**src/rtl/muldiv_pkg.sv**
```systemverilog
// Shared types and constants for the sequential multiply/divide unit.
// Optional feature macro: MULDIV_DIV_EN (enables DIVU/REMU datapath).
package muldiv_pkg;

  typedef enum logic [1:0] {
    OP_MUL   = 2'b00,
    OP_MULHU = 2'b01,
    OP_DIVU  = 2'b10,
    OP_REMU  = 2'b11
  } op_e;

  typedef enum logic [1:0] {
    ST_IDLE = 2'd0,
    ST_CALC = 2'd1,
    ST_DONE = 2'd2
  } state_e;

  localparam logic [3:0] ALU_ADD = 4'b0000;
  localparam logic [3:0] ALU_SUB = 4'b1000;

  // Divide-class ops use the restoring-divide step
  function automatic logic op_is_div(input op_e o);
    return (o == OP_DIVU) || (o == OP_REMU);
  endfunction

  // Ops whose result lives in the upper register of the {hi, lo} pair
  function automatic logic op_sel_hi(input op_e o);
    return (o == OP_MULHU) || (o == OP_REMU);
  endfunction

endpackage

```
**src/rtl/muldiv_step.sv**
```systemverilog
// One iteration of shift-add multiply or restoring divide on the {hi, lo} pair.
// The add/subtract itself is done by the shared ALU; this block only forms its
// operands and consumes its result in the same cycle.
// Optional feature macro: MULDIV_DIV_EN (adds the divide step and compare).
module muldiv_step
  import muldiv_pkg::*;
#(
  parameter int unsigned WIDTH = 32
) (
`ifdef MULDIV_DIV_EN
  input  logic             is_div_i,
`endif
  input  logic [WIDTH-1:0] hi_i,
  input  logic [WIDTH-1:0] lo_i,
  input  logic [WIDTH-1:0] opnd_i,
  input  logic [WIDTH-1:0] alu_result_i,
  output logic [WIDTH-1:0] hi_nxt_o,
  output logic [WIDTH-1:0] lo_nxt_o,
  output logic [WIDTH-1:0] alu_op1_o,
  output logic [WIDTH-1:0] alu_op2_o,
  output logic [3:0]       alu_fun_o
);

  logic [WIDTH-1:0] mul_sum;
  logic             mul_c;
`ifdef MULDIV_DIV_EN
  logic [WIDTH-1:0] rem_sh;
  logic             take;
`endif

  // Next register pair and ALU request for the active op class
  always_comb begin
    // Multiply: conditional add of the multiplicand, carry recovered by compare
    mul_sum   = lo_i[0] ? alu_result_i : hi_i;
    mul_c     = lo_i[0] & (alu_result_i < hi_i);
    hi_nxt_o  = {mul_c, mul_sum[WIDTH-1:1]};
    lo_nxt_o  = {mul_sum[0], lo_i[WIDTH-1:1]};
    alu_op1_o = hi_i;
    alu_op2_o = opnd_i;
    alu_fun_o = ALU_ADD;
`ifdef MULDIV_DIV_EN
    // Divide: the bit shifted out of rem makes the partial remainder WIDTH+1 wide
    rem_sh = {hi_i[WIDTH-2:0], lo_i[WIDTH-1]};
    take   = hi_i[WIDTH-1] | (rem_sh >= opnd_i);
    if (is_div_i) begin
      alu_op1_o = rem_sh;
      alu_fun_o = ALU_SUB;
      hi_nxt_o  = take ? alu_result_i : rem_sh;
      lo_nxt_o  = {lo_i[WIDTH-2:0], take};
    end
`endif
  end

endmodule

```
**src/rtl/alu_muldiv_seq.sv**
```systemverilog
// Multi-cycle unsigned MUL/MULHU/DIVU/REMU sequencer borrowing the shared ALU
// for one add or subtract per cycle.
// Optional feature macro: MULDIV_DIV_EN (without it DIVU/REMU return 0 at once).
module alu_muldiv_seq
  import muldiv_pkg::*;
#(
  parameter int unsigned WIDTH = 32
) (
  input  logic             CLK,
  input  logic             RST,
  input  logic             start,
  input  logic [1:0]       op,
  input  logic [WIDTH-1:0] a,
  input  logic [WIDTH-1:0] b,
  output logic             busy,
  output logic             done,
  output logic [WIDTH-1:0] result,
  output logic             alu_req,
  output logic [WIDTH-1:0] alu_op1,
  output logic [WIDTH-1:0] alu_op2,
  output logic [3:0]       alu_fun,
  input  logic [WIDTH-1:0] alu_result
);

  localparam int unsigned CNT_W = $clog2(WIDTH) + 1;

  state_e           state_q;
  op_e              op_q;
  logic [WIDTH-1:0] hi_q;
  logic [WIDTH-1:0] lo_q;
  logic [WIDTH-1:0] opnd_q;
  logic [CNT_W-1:0] cnt_q;
  logic             busy_q;
  logic             done_q;
  logic [WIDTH-1:0] result_q;

  logic [WIDTH-1:0] hi_d;
  logic [WIDTH-1:0] lo_d;
  logic [WIDTH-1:0] step_op1;
  logic [WIDTH-1:0] step_op2;
  logic [3:0]       step_fun;
  logic             calc_c;

  muldiv_step #(
    .WIDTH(WIDTH)
  ) u_step (
`ifdef MULDIV_DIV_EN
    .is_div_i     (op_is_div(op_q)),
`endif
    .hi_i         (hi_q),
    .lo_i         (lo_q),
    .opnd_i       (opnd_q),
    .alu_result_i (alu_result),
    .hi_nxt_o     (hi_d),
    .lo_nxt_o     (lo_d),
    .alu_op1_o    (step_op1),
    .alu_op2_o    (step_op2),
    .alu_fun_o    (step_fun)
  );

  // ALU operands are only presented while we own the ALU
  assign calc_c  = (state_q == ST_CALC);
  assign alu_op1 = calc_c ? step_op1 : '0;
  assign alu_op2 = calc_c ? step_op2 : '0;
  assign alu_fun = calc_c ? step_fun : ALU_ADD;

  assign busy    = busy_q;
  assign alu_req = busy_q;
  assign done    = done_q;
  assign result  = result_q;

  // Sequencer FSM, iteration counter, working registers and result register
  always_ff @(posedge CLK) begin
    if (RST) begin
      state_q  <= ST_IDLE;
      op_q     <= OP_MUL;
      hi_q     <= '0;
      lo_q     <= '0;
      opnd_q   <= '0;
      cnt_q    <= '0;
      busy_q   <= 1'b0;
      done_q   <= 1'b0;
      result_q <= '0;
    end else begin
      done_q <= 1'b0;
      case (state_q)
        ST_IDLE: begin
          if (start) begin
            op_q  <= op_e'(op);
            cnt_q <= '0;
`ifdef MULDIV_DIV_EN
            hi_q    <= '0;
            lo_q    <= a;
            opnd_q  <= b;
            busy_q  <= 1'b1;
            state_q <= ST_CALC;
`else
            if (op_is_div(op_e'(op))) begin
              result_q <= '0;
              done_q   <= 1'b1;
              state_q  <= ST_DONE;
            end else begin
              hi_q    <= '0;
              lo_q    <= a;
              opnd_q  <= b;
              busy_q  <= 1'b1;
              state_q <= ST_CALC;
            end
`endif
          end
        end
        ST_CALC: begin
          hi_q  <= hi_d;
          lo_q  <= lo_d;
          cnt_q <= cnt_q + CNT_W'(1);
          if (cnt_q == CNT_W'(WIDTH - 1)) begin
            result_q <= op_sel_hi(op_q) ? hi_d : lo_d;
            busy_q   <= 1'b0;
            done_q   <= 1'b1;
            state_q  <= ST_DONE;
          end
        end
        ST_DONE: begin
          cnt_q   <= '0;
          state_q <= ST_IDLE;
        end
        default: begin
          busy_q  <= 1'b0;
          state_q <= ST_IDLE;
        end
      endcase
    end
  end

endmodule

```
**config.mk**
```make
export PLATFORM = sky130hd
export DESIGN_NAME = alu_muldiv_seq
export DESIGN_NICKNAME = d
export VERILOG_FILES = /design/src/rtl/muldiv_pkg.sv /design/src/rtl/muldiv_step.sv /design/src/rtl/alu_muldiv_seq.sv
export SDC_FILE = /design/constraint.sdc
export NUM_CORES = 1
export LEC_CHECK = 0
export ABC_AREA = 1
export BUFFER_PORTS_ARGS = -buffer_cell sky130_fd_sc_hd__buf_2
export CELL_PAD_IN_SITES_DETAIL_PLACEMENT = 2
export CELL_PAD_IN_SITES_GLOBAL_PLACEMENT = 2
export CORE_MARGIN = 2
export CORE_UTILIZATION = 31
export CTS_BUF_LIST = sky130_fd_sc_hd__clkbuf_4 sky130_fd_sc_hd__clkbuf_8
export DETAILED_ROUTE_END_ITERATION = 16
export PLACE_DENSITY = 0.94
export SYNTH_ARGS = -nofsm -noshare
export SYNTH_HDL_FRONTEND = slang
export SYNTH_HIERARCHICAL = 1
export SYNTH_SLANG_ARGS = --single-unit
```
**constraint.sdc**
```tcl
create_clock -name CLK -period 2.8 [get_ports CLK]
set_input_delay 0.42 -clock CLK [delete_from_list [all_inputs] [get_ports CLK]]
set_output_delay 0.42 -clock CLK [all_outputs]
set_load 0.03 [all_outputs]
```
### Word level (Yosys, flattened, before mapping)

Index checks and enable logic that the tools add are counted.

| storage, ports and cells | value |
|---|---|
| flip-flop bits (word level) | 140 |
| bits in latches | 0 |
| RAM bits | 0 |
| bits in read-only memories | 0 |
| input bits | 101 |
| output and inout bits | 103 |
| logic and storage cells | 65 |
| memories kept | 0 |

| operators by class | value |
|---|---|
| $add $sub $neg | 1 |
| $mul | 0 |
| div/mod/pow operators | 0 |
| order comparisons | 1 |
| equal/unequal tests | 11 |
| shift operators | 0 |
| mux-type cells | 28 |
| bitwise operators | 3 |
| reduce and logical (&&, ||, !) cells | 12 |

Operators with widths:

| operator | count |
|---|---|
| $mux 32 | 11 |
| $pmux 32 s2 | 3 |
| $lt 32x32->1 | 1 |
| $pmux 6 s3 | 1 |
| $eq 2x2->1 const B | 4 |
| $reduce_and 4->1 | 2 |
| $add 6x1->6 const B | 1 |
| $eq 6x5->1 const B | 1 |
| $mux 1 | 6 |
| $mux 2 | 3 |
| $mux 6 | 1 |
| $ne 2x2->1 const B | 3 |
| $reduce_and 2->1 | 3 |
| $reduce_and 3->1 | 2 |
| $eq 2x1->1 const B | 2 |
| $pmux 2 s2 | 1 |
| $pmux 1 s3 | 1 |
| $reduce_bool 3->1 | 1 |
| $logic_not 2->1 | 1 |
| $logic_or 1x1->1 | 2 |
| $ne 2x1->1 const B | 1 |
| $not 1->1 | 2 |
| $pmux 1 s2 | 1 |
| $reduce_bool 2->1 | 1 |
| $and 1x1->1 | 1 |

### Depth between registers and ports, before layout

Gate-level depths: netlist of run 1.

| logic depth | value |
|---|---|
| word-level depth | 5 |
| gate-level depth with buffers | 16 |
| gate-level depth less buffers | 15 |

### By module

Netlist of run 1, hierarchy kept.

By module, submodules not included:

| module | times used | cells an instance | area each (um^2) | seq. area each (um^2) |
|---|---|---|---|---|
| alu_muldiv_seq | 1 | 951 | 6294.8 | 2782.7 |
| muldiv_step | 1 | 305 | 1893.1 | 0.0 |

### Least setup slack after synthesis of run 1

OpenSTA, ideal clock, no wires.

| timing | value |
|---|---|
| path type | flip-flop to output port |
| start point | register state_q[1] |
| end point | output port alu_op1[10] |
| arrival time | 1372 ps |
| required time | 2380 ps |
| setup slack | 1008 ps |
| cell stages (with the launch flop) | 7 |
| buffers on the path | 3 |
| cell sequence | dfxtp_1 > inv_1 > nand2_1 > buf_4 > buf_2 > buf_2 > nor2_1 |

| between the ends | value |
|---|---|
| cells in the longest elaborated chain, start to end | 2 |

Ends and longest elaborated chain:

| item | RTL line | source |
|---|---|---|
| start: declaration | alu_muldiv_seq.sv:27 | `state_e state_q;` |
| start signal: assignment | alu_muldiv_seq.sv:75 | `state_q <= ST_IDLE;` |
| start signal: assignment | alu_muldiv_seq.sv:101 | `state_q <= ST_DONE;` |
| start signal: assignment | alu_muldiv_seq.sv:107 | `state_q <= ST_CALC;` |
| $eq 2x1->1 | alu_muldiv_seq.sv:62 | `assign calc_c = (state_q == ST_CALC);` |
| $mux 32 | alu_muldiv_seq.sv:63 | `assign alu_op1 = calc_c ? step_op1 : '0;` |
| end: declaration | alu_muldiv_seq.sv:19 | `output logic [WIDTH-1:0] alu_op1,` |

Every way passes these cells.

### Worst setup path after layout of run 1

| timing | value |
|---|---|
| start point | register state_q[1] |
| end point | output port alu_op1[5] |

The elaborated chain is that of the path after synthesis.

==> results of run 1 <==
[metrics by stage]
stage / hold slack [ps] / utilization / worst slack [ps]
4_1_cts: 163 / 0.348 / 303
5_1_grt: 170 / 0.348 / 218
3_5_place_dp: 479 / 0.332 / 545
3_3_place_gp: 468 / 0.332 / 722
6_report: 185 / 0.348 / 364
2_1_floorplan: 452 / - / 1010
[area by class of cell]
class	instances	area share
Inverter	121	0.0503
Clock buffer	17	0.0259
Clock inverter	15	0.0196
Tap cell	335	0.0463
Multi-Input combinational cell	824	0.426
Sequential cell	139	0.308
Timing Repair Buffer	211	0.124
[Yosys cell counts, types with 2 or more instances]
cell type    n  area share
o21ai_0    119       0.073
nor2_1     237        0.11
a31oi_1     32       0.024
inv_2        4      0.0018
a21oi_1     72       0.044
buf_4      109        0.10
nor2_2       2      0.0015
ha_1        32       0.049
nand3_1      8      0.0049
buf_1        3      0.0014
nand3b_1    16       0.015
inv_1      115       0.053
o21a_1       2      0.0018
nor3_1       2      0.0012
o21ai_1      4      0.0024
clkbuf_1    26       0.012
nand2_1    285        0.13
buf_2       36       0.022
dfxtp_1    139        0.34
[logic make-up (layout without fill, tap and decap cells)]
kind of cell | count (synthesis) | in the layout | synth area share
AOI/OAI and AO/OA | 232 | 232 | 0.149
other | 1 | 4 | 0.000458
DFF | 139 | 139 | 0.340
buffers and inverters | 296 | 364 | 0.192
adders and majority gates | 32 | 32 | 0.0489
and+or+nand+nor | 556 | 556 | 0.270
[registers in the layout (all words and copies together) (netlist names)]
name,flops
result,32
hi_q,32
op_q,1
lo_q,32
cnt_q,6
done,1
alu_req,1
state_q,2
opnd_q,32
[power breakdown]
group	total (uW)	internal (uW)	switching (uW)
logic	956	284	672
registers	2220	2100	112
clock network	1790	827	958
[worst max-delay path, delay by kind of cell, from the launching register on]
kind	cells	cell delay, ps
buffers and inverters	3	650
and+or+nand+nor	2	440
DFF	1	440
[worst max-delay path by stage]
stage,startpoint,endpoint,slack (ps),cells past startpoint
final,state_q[1]$_SDFFE_PP0P_,alu_op1[5],360,5
after global routing,cnt_q[0]$_SDFFE_PP0P_,result[2]$_SDFFE_PP0P_,220,8
after CTS,state_q[1]$_SDFFE_PP0P_,alu_op1[5],300,5
after detailed placement,cnt_q[0]$_SDFFE_PP0P_,result[22]$_SDFFE_PP0P_,540,8
after global placement,cnt_q[0]$_SDFFE_PP0P_,result[26]$_SDFFE_PP0P_,720,8
after floorplan,state_q[1]$_SDFFE_PP0P_,alu_op1[10],1010,6
[metal layers]
| layer | part of all wire | GRT usage | wire [um] |
|---|---|---|---|
| met1 | 0.42 | 0.263 | 13000 |
| met2 | 0.51 | 0.406 | 15900 |
| met3 | 0.041 | 0.0323 | 1280 |
| met4 | 0.036 | 0.0945 | 1130 |
| met5 | 0 | 0 | 0 |
==> impl_metrics.env, run 1 <==
export IMPL_ys_seq_elements=139
export IMPL_cap_viol_max_count=0
export IMPL_ff2ff_path_depth=8
export IMPL_relSlewSlack=0.364
export IMPL_drt_wl_total_mm=31.3
export IMPL_drt_vias_per_instance=4.98
export IMPL_holdCritStartpoint="b[6]"
export IMPL_routabilityCongestion=0.820
export IMPL_criticalPathCategory="reg -> out"
export IMPL_dp_hpwl_mm=22.5
export IMPL_rrSetupSlack_ps=500
export IMPL_tns_ps=0
export IMPL_cts_buffer_depth=2
export IMPL_crit_chain="inv_1 -> nand2_4 -> buf_12 -> nor2_1 -> buf_2"
export IMPL_row_count=59
export IMPL_syn_cell_area_mm2=0.00819
export IMPL_post_route_cell_area_mm2=0.00905
export IMPL_hold_viol_final=0
export IMPL_final_cell_mix="nand2_1 (283), nor2_1 (237), buf_2 (199)"
export IMPL_hold_path_class="in -> reg"
export IMPL_synthFlopType="dfxtp_1"
export IMPL_die_x_um=167
export IMPL_slowest_delay_ps=440
export IMPL_status="complete, no violations"
export IMPL_synth_edf_count=0
export IMPL_yosysWarningCount=6
export IMPL_cp_end_kind="primary output"
export IMPL_finalCritPeriodShare=0.870
export IMPL_slew_violations=0
export IMPL_fin_nets=1447
export IMPL_final_setup_viol_count=0
export IMPL_dpl_cell_area_mm2=0.00863
export IMPL_grt_max_degree=67
export IMPL_cts_reportedPaths_clkPinSlew_ps=100
export IMPL_fill_cells=3225
export IMPL_drc=0
export IMPL_coreArea_mm2=0.0260
export IMPL_cts_max_level=4
export IMPL_critPathMaxFanout=61
export IMPL_ys_seq_area_frac=0.340
export IMPL_yosysUniqueCellTypes=32
export IMPL_first_iter_violations=484
export IMPL_cellPowerDensity_mw_per_mm2=548
export IMPL_grt_antenna_before_repair=0
export IMPL_insertion_delay_ps=460
export IMPL_cts_tree="built"
export IMPL_layout_commonest_cell="nand2_1"
export IMPL_antenna_cells=0
export IMPL_fmax_mhz=411
export IMPL_irDropWorstVdd_v=0.000301
export IMPL_holdPathEnd="opnd_q[6]$_SDFFE_PP0P_"
export IMPL_synth_cells=1256
export IMPL_holdBufCountCts=0
export IMPL_clock_sinks=139
export IMPL_first_global_vias=8979
export IMPL_seq_area_mm2=0.00278
export IMPL_leakagePower_uw=0.00399
export IMPL_fin_cells=1662
export IMPL_timing_rr_end="result[22]$_SDFFE_PP0P_"
export IMPL_area_delta_synth_final_pct=10.5
export IMPL_ant_nets=0
export IMPL_avgSynthCellArea_um2=6.52
export IMPL_placedCellCount=1630
export IMPL_fin_skew_ps=19.8
export IMPL_grt_pass1_wl_mm=49.4
export IMPL_io_buffer_count=199
export IMPL_layout_drive_gt1_share=0.197
export IMPL_wl_per_cell_um=18.8
export IMPL_cpMaxStageDelayCell="dfxtp_1"
export IMPL_holdPathStages=3
export IMPL_async_reset_ff_frac=0
export IMPL_finalPower_uw=4960
export IMPL_numCtsBuffers=17
export IMPL_multiInputGateArea_mm2=0.00385
export IMPL_dieArea_mm2=0.0277
export IMPL_start_kind="flip-flop"
export IMPL_worst_slew_pin_slew_ps=944
export IMPL_cts_root_buf="clkbuf_8"
export IMPL_postCtsSetupBuffers=0
export IMPL_ios=204
export IMPL_grt_usage=0.224
export IMPL_reg2reg_from="cnt_q[0]$_SDFFE_PP0P_"
export IMPL_num_vias=8272
export IMPL_required_ps=2380
export IMPL_grt_overflow_total=0
export IMPL_cts_resized=0
export IMPL_rsz0062_at_grt="false"
export IMPL_fp_dieH_um=167
export IMPL_firstDrtPassIters=6
export IMPL_min_period_ps=2440
export IMPL_worst_ep_arrival_time_ps=2020
export IMPL_initial_core_util=0.315
No activity file was read; power rests on OpenSTA's default activity.
==> inputs of run 2 (changes only) <==
--- a/config.mk
+++ b/config.mk
@@ -10,10 +10,10 @@
 export CELL_PAD_IN_SITES_DETAIL_PLACEMENT = 2
 export CELL_PAD_IN_SITES_GLOBAL_PLACEMENT = 2
 export CORE_MARGIN = 2
-export CORE_UTILIZATION = 31
+export CORE_UTILIZATION = 26
 export CTS_BUF_LIST = sky130_fd_sc_hd__clkbuf_4 sky130_fd_sc_hd__clkbuf_8
 export DETAILED_ROUTE_END_ITERATION = 16
-export PLACE_DENSITY = 0.94
+export PLACE_DENSITY = 0.85
 export SYNTH_ARGS = -nofsm -noshare
 export SYNTH_HDL_FRONTEND = slang
 export SYNTH_HIERARCHICAL = 1
==> constraint.sdc (replaced) <==
create_clock -name CLK -period 2.05 [get_ports CLK]
set_input_delay 0.3075 -clock CLK [delete_from_list [all_inputs] [get_ports CLK]]
set_output_delay 0.3075 -clock CLK [all_outputs]
set_load 0.03 [all_outputs]
==> run 2 against run 1 <==
Against the previous run: global-route usage fell by 3.9 points; count of clock-buffer cells in the layout did not move; combinational power rose by 43%; critical path type is now reg -> reg; critical endpoint is now result[4]$_SDFFE_PP0P_; largest cell class unchanged.
==> impl_metrics.env, run 2 (synthesis results as in run 1) <==
export IMPL_leakagePower_uw=0.00408
export IMPL_holdBufCountCts=0
export IMPL_grt_max_degree=99
export IMPL_hold_path_class="in -> reg"
export IMPL_worst_slew_pin_slew_ps=614
export IMPL_start_kind="flip-flop"
export IMPL_crit_family="simple AND/OR/NAND/NOR gates"
export IMPL_layout_drive_gt1_share=0.217
export IMPL_worst_ep_arrival_time_ps=2280
export IMPL_seq_area_mm2=0.00280
export IMPL_cap_viol_max_count=0
export IMPL_crit_start="cnt_q[0]$_SDFFE_PP0P_"
export IMPL_finalCritPeriodShare=0.946
export IMPL_cp_end_kind="flip-flop"
export IMPL_drc=0
export IMPL_finalPower_uw=6680
export IMPL_multiInputGateArea_mm2=0.00389
export IMPL_wl_met2_mm=15.6
export IMPL_irDropWorstVdd_v=0.000350
export IMPL_cts_tree="built"
export IMPL_crit_path_end="result[4]$_SDFFE_PP0P_"
export IMPL_insertion_delay_ps=460
export IMPL_layout_commonest_cell="nand2_1"
export IMPL_grt_usage=0.185
export IMPL_drt_wl_total_mm=30.3
export IMPL_cts_buffer_depth=2
export IMPL_timing_rr_end="result[4]$_SDFFE_PP0P_"
export IMPL_initial_core_util=0.266
export IMPL_wl_met3_um=961
export IMPL_cellPowerDensity_mw_per_mm2=716
export IMPL_hold_viol_final=0
export IMPL_cp_depth=8
export IMPL_numCtsBuffers=17
export IMPL_rrSetupSlack_ps=110
export IMPL_ff2ff_path_depth=8
export IMPL_cts_root_buf="clkbuf_8"
export IMPL_reg2reg_from="cnt_q[0]$_SDFFE_PP0P_"
export IMPL_grt_overflow_total=0
export IMPL_clock_sinks=139
export IMPL_ant_nets=0
export IMPL_dieArea_mm2=0.0329
export IMPL_fill_cells=3769
export IMPL_cts_reportedPaths_clkPinSlew_ps=100
export IMPL_cpMaxStageDelayCell="dfxtp_1"
export IMPL_num_vias=8105
export IMPL_min_period_ps=1940
export IMPL_fmax_mhz=516
export IMPL_highest_layer="met4"
export IMPL_coreArea_mm2=0.0308
export IMPL_cts_max_level=4
export IMPL_slowest_delay_ps=400
export IMPL_final_cell_mix="nand2_1 (282), nor2_1 (234), buf_2 (195)"
export IMPL_area_delta_synth_final_pct=13.9
export IMPL_row_count=64
export IMPL_status="complete, no violations"
export IMPL_critPathBufInv=2
export IMPL_first_iter_violations=311
export IMPL_relSlewSlack=0.590
export IMPL_dp_hpwl_mm=21.6
export IMPL_rsz0062_at_grt="true"
export IMPL_slew_violations=0
export IMPL_drt_vias_per_instance=4.68
export IMPL_required_ps=2390
export IMPL_ios=204
export IMPL_routabilityCongestion=0.805
export IMPL_worst_slack_ps=111
export IMPL_fp_dieH_um=181
export IMPL_crit_top_cell="nor2_1"
export IMPL_fin_nets=1456
export IMPL_io_buffer_count=199
export IMPL_grt_pass1_wl_mm=48.0
export IMPL_antenna_cells=0
export IMPL_final_setup_viol_count=0
export IMPL_critPathMaxFanout=18
export IMPL_grt_antenna_before_repair=0
export IMPL_die_x_um=181
export IMPL_fin_skew_ps=24.1
export IMPL_wl_per_cell_um=17.5
export IMPL_crit_chain="ha_1 -> nand3_1 -> inv_1 -> nand4_4 -> nand2_2 -> inv_2 -> nor2_1 -> nor2_1"
export IMPL_met1_length_mm=13.3
export IMPL_pre_cts_ws_ps=61.8
export IMPL_first_global_vias=8751
export IMPL_firstDrtPassIters=4
export IMPL_criticalPathCategory="reg -> reg"
## run 2: layout make-up
class / count / area share
multi-input cells: 824 / 0.417
clock buffers: 17 / 0.0251
well taps: 396 / 0.0531
inverters: 121 / 0.0488
repair buffers: 220 / 0.139
flip-flops and latches: 139 / 0.300
clock inverters: 15 / 0.0166
## run 2: worst min-delay path by stage
| stage | startpoint | to | cells after the start |
|---|---|---|---|
| 2_1_floorplan | b[0] | opnd_q[0]$_SDFFE_PP0P_ | 2 |
| 3_3_place_gp | result[25]$_SDFFE_PP0P_ | result[25]$_SDFFE_PP0P_ | 2 |
| 3_5_place_dp | hi_q[14]$_SDFFE_PP0P_ | hi_q[14]$_SDFFE_PP0P_ | 2 |
| 4_1_cts | b[3] | opnd_q[3]$_SDFFE_PP0P_ | 3 |
| 5_1_grt | b[6] | opnd_q[6]$_SDFFE_PP0P_ | 3 |
| 6_report | b[3] | opnd_q[3]$_SDFFE_PP0P_ | 3 |
## run 2: metal layers
layer	GRT usage	vias up
met5	0	-
met3	0.0291	24
li1	-	3962
met2	0.342	176
met1	0.221	3943
met4	0.0465	0
## run 2: tightest hold or removal path, cell delays in order
cell,delay [ps]
buf_2,80
nor2_1,30
nor2_1,80
## run 2: what timing repair did
item                                    4_1_cts  5_1_grt
cloned                                        1        0
pin swaps                                     0        4
resized for setup                            11       18
setup buffers                                 0        2
endpoints found under the setup margin       48       65
## run 2: power by group
part           leakage (uW)  switching (uW)  total (uW)  internal, uW
clock network      0.000197            1310        2320          1010
registers           0.00114             121        3000          2880
logic               0.00274             928        1370           437
total               0.00408            2360        6680          4320
## run 2: metrics by stage
stage | area (um^2) | hold WS, ps | instances | util | TNS (ps)
floorplan | 8200 | 442 | 1259 | - | 0
global placement | 8810 | 461 | 1697 | 0.286 | 0
detailed placement | 8810 | 477 | 1697 | 0.286 | 0
CTS | 9270 | 32.4 | 1730 | 0.301 | -12.6
global route | 9330 | 31.8 | 1732 | 0.303 | -35.5
finish | 9330 | 63.3 | 1732 | 0.303 | 0
==> inputs of run 3 (changes only) <==
--- a/config.mk
+++ b/config.mk
@@ -7,7 +7,7 @@
 export LEC_CHECK = 0
 export ABC_AREA = 1
 export BUFFER_PORTS_ARGS = -buffer_cell sky130_fd_sc_hd__buf_2
-export CELL_PAD_IN_SITES_DETAIL_PLACEMENT = 2
+export CELL_PAD_IN_SITES_DETAIL_PLACEMENT = 1
 export CELL_PAD_IN_SITES_GLOBAL_PLACEMENT = 2
 export CORE_MARGIN = 2
 export CORE_UTILIZATION = 26
==> run 3 against run 2 <==
Against the previous run: design area did not move; sequential power hardly changed; flip-flop and latch count unchanged; register-to-register slack is essentially flat; clock skew rose by 1.2 ps; combinational power decreased by 3%; worst hold slack worse by 21 ps; sequential share of layout area decreased by 0.094 points; worst setup slack better by 6.3 ps; non-clock buffer count did not move; critical path type is now reg -> out.
==> impl_metrics.env, run 3 (synthesis results as in run 1) <==
export IMPL_numCtsBuffers=17
export IMPL_cts_max_level=4
export IMPL_fin_util=0.303
export IMPL_fmax_mhz=518
export IMPL_met3_usage=0.0295
export IMPL_layout_drive_gt1_share=0.210
export IMPL_start_kind="flip-flop"
export IMPL_busiest_layer="met2"
export IMPL_holdPathStages=3
export IMPL_grt_pass1_wl_mm=43.4
export IMPL_drt_wl_total_mm=27.5
export IMPL_seq_area_mm2=0.00279
export IMPL_cts_tree="built"
export IMPL_io_buffer_count=199
export IMPL_cts_root_buf="clkbuf_8"
export IMPL_fin_skew_ps=25.3
export IMPL_holdBufCountCts=0
export IMPL_status="complete, no violations"
export IMPL_worst_ep_arrival_time_ps=1620
export IMPL_grt_usage=0.169
export IMPL_cts_buffer_depth=2
export IMPL_required_ps=1740
export IMPL_first_global_vias=7858
export IMPL_leakagePower_uw=0.00407
export IMPL_coreArea_mm2=0.0308
export IMPL_criticalPathCategory="reg -> out"
export IMPL_cts_reportedPaths_clkPinSlew_ps=110
export IMPL_firstDrtPassIters=4
export IMPL_finalCritPeriodShare=0.943
export IMPL_power_internal_uw=4250
export IMPL_grt_overflow_total=0
export IMPL_met1_usage=0.211
export IMPL_routabilityCongestion=0.805
export IMPL_clock_sinks=139
export IMPL_dp_hpwl_mm=19.4
export IMPL_slew_violations=0
export IMPL_cellPowerDensity_mw_per_mm2=716
export IMPL_comb_power_share=0.199
export IMPL_insertion_delay_ps=480
export IMPL_hold_path_class="in -> reg"
export IMPL_drt_vias_per_instance=4.50
export IMPL_switchingPower_uw=2430
export IMPL_finalPower_uw=6680
export IMPL_rsz0062_at_grt="true"
export IMPL_ff2ff_path_depth=13
export IMPL_die_x_um=181
export IMPL_cpMaxStageDelayCell="dfxtp_2"
export IMPL_fill_cells=3964
export IMPL_final_cell_mix="nand2_1 (283), nor2_1 (231), buf_2 (190)"
export IMPL_switching_share=0.364
export IMPL_multiInputGateArea_mm2=0.00387
export IMPL_first_iter_violations=291
export IMPL_slowest_delay_ps=360
export IMPL_cap_viol_max_count=0
export IMPL_row_count=64
export IMPL_ant_nets=0
export IMPL_layout_commonest_cell="nand2_1"
export IMPL_ios=204
export IMPL_fin_nets=1456
export IMPL_initial_core_util=0.266
export IMPL_drc=0
export IMPL_met2_usage=0.289
export IMPL_hold_viol_final=0
export IMPL_cp_end_kind="primary output"
export IMPL_relSlewSlack=0.588
export IMPL_final_setup_viol_count=0
export IMPL_power_frac_seq=0.448
export IMPL_irDropWorstVdd_v=0.000346
export IMPL_num_vias=7804
export IMPL_grt_max_degree=99
export IMPL_grt_antenna_before_repair=1
export IMPL_critPathMaxFanout=34
export IMPL_min_period_ps=1930
export IMPL_dieArea_mm2=0.0329
export IMPL_fp_dieH_um=181
export IMPL_wl_per_cell_um=15.9
export IMPL_area_delta_synth_final_pct=13.9
export IMPL_crit_chain="inv_1 -> nand2_4 -> buf_16 -> nor2_1 -> buf_2"
export IMPL_worst_slew_pin_slew_ps=616
export IMPL_clkPwrFrac=0.353
==> run 3: changes by cell type in the layout (fill, tap and decap cells not counted), sizes merged <==
cell / delta
inv: +4
buf: -3
clkbuf: +3
clkinv: -3
bufinv: -1
diode: +1
==> run 3: area by class of cell <==
class	instances	area share
antenna	1	0.000268
clock buffer	17	0.0251
clock inverter	15	0.0182
inverter	121	0.0488
multi-input combinational	824	0.415
sequential	139	0.299
tap	396	0.0531
timing repair buffer	220	0.140
==> run 3: power groups by stage <==
stage | registers [uW] | logic [uW] | clock network, uW
after global routing | 3020 | 1500 | 2570
after detailed placement | 3050 | 1320 | 0
after CTS | 2990 | 1350 | 2460
final | 2990 | 1330 | 2360
after floorplan | 3090 | 931 | 0
after global placement | 3050 | 1290 | 0
==> run 3: worst max-delay path, delay by kind of cell, from the launching register on <==
family | cells | cell delay (ps)
buf+inv | 3 | 520
flops | 1 | 360
simple gates | 2 | 250
==> run 3: path summary, 6_finish.rpt <==
kind	from	slack, ps	end
worst max-delay path	state_q[1]$_SDFFE_PP0P_	120	alu_op1[2]
worst min-delay path	b[1]	40	opnd_q[1]$_SDFFE_PP0P_
worst max register to register	hi_q[5]$_SDFFE_PP0P_	120	result[31]$_SDFFE_PP0P_
worst min register to register	hi_q[3]$_SDFFE_PP0P_	480	hi_q[3]$_SDFFE_PP0P_
==> run 3: metal layers <==
metal  up-vias  part of all wire  routed length [um]
li1       3961                 -                   -
met1      3609              0.46               12600
met2       199              0.47               12900
met3        35             0.045                1230
met4         0             0.028                 771
met5         -                 0                   0
==> run 3: stage by stage <==
stage	hold slack, ps	setup slack [ps]	TNS (ps)	cell area (um^2)	std cells
after floorplan	442	362	0	8200	1259
after global placement	461	134	0	8810	1697
after detailed placement	468	131	0	8810	1697
after CTS	7.10	-3.57	-5.43	9280	1730
after global routing	20.4	-36.0	-36.0	9320	1732
final	42.4	118	0	9330	1733
==> run 3: timing repair <==
item                       in CTS  in global routing
setup buffers                   0                  2
cloned                          1                  0
setup endpoints to repair      47                 65
resized for setup              11                 15
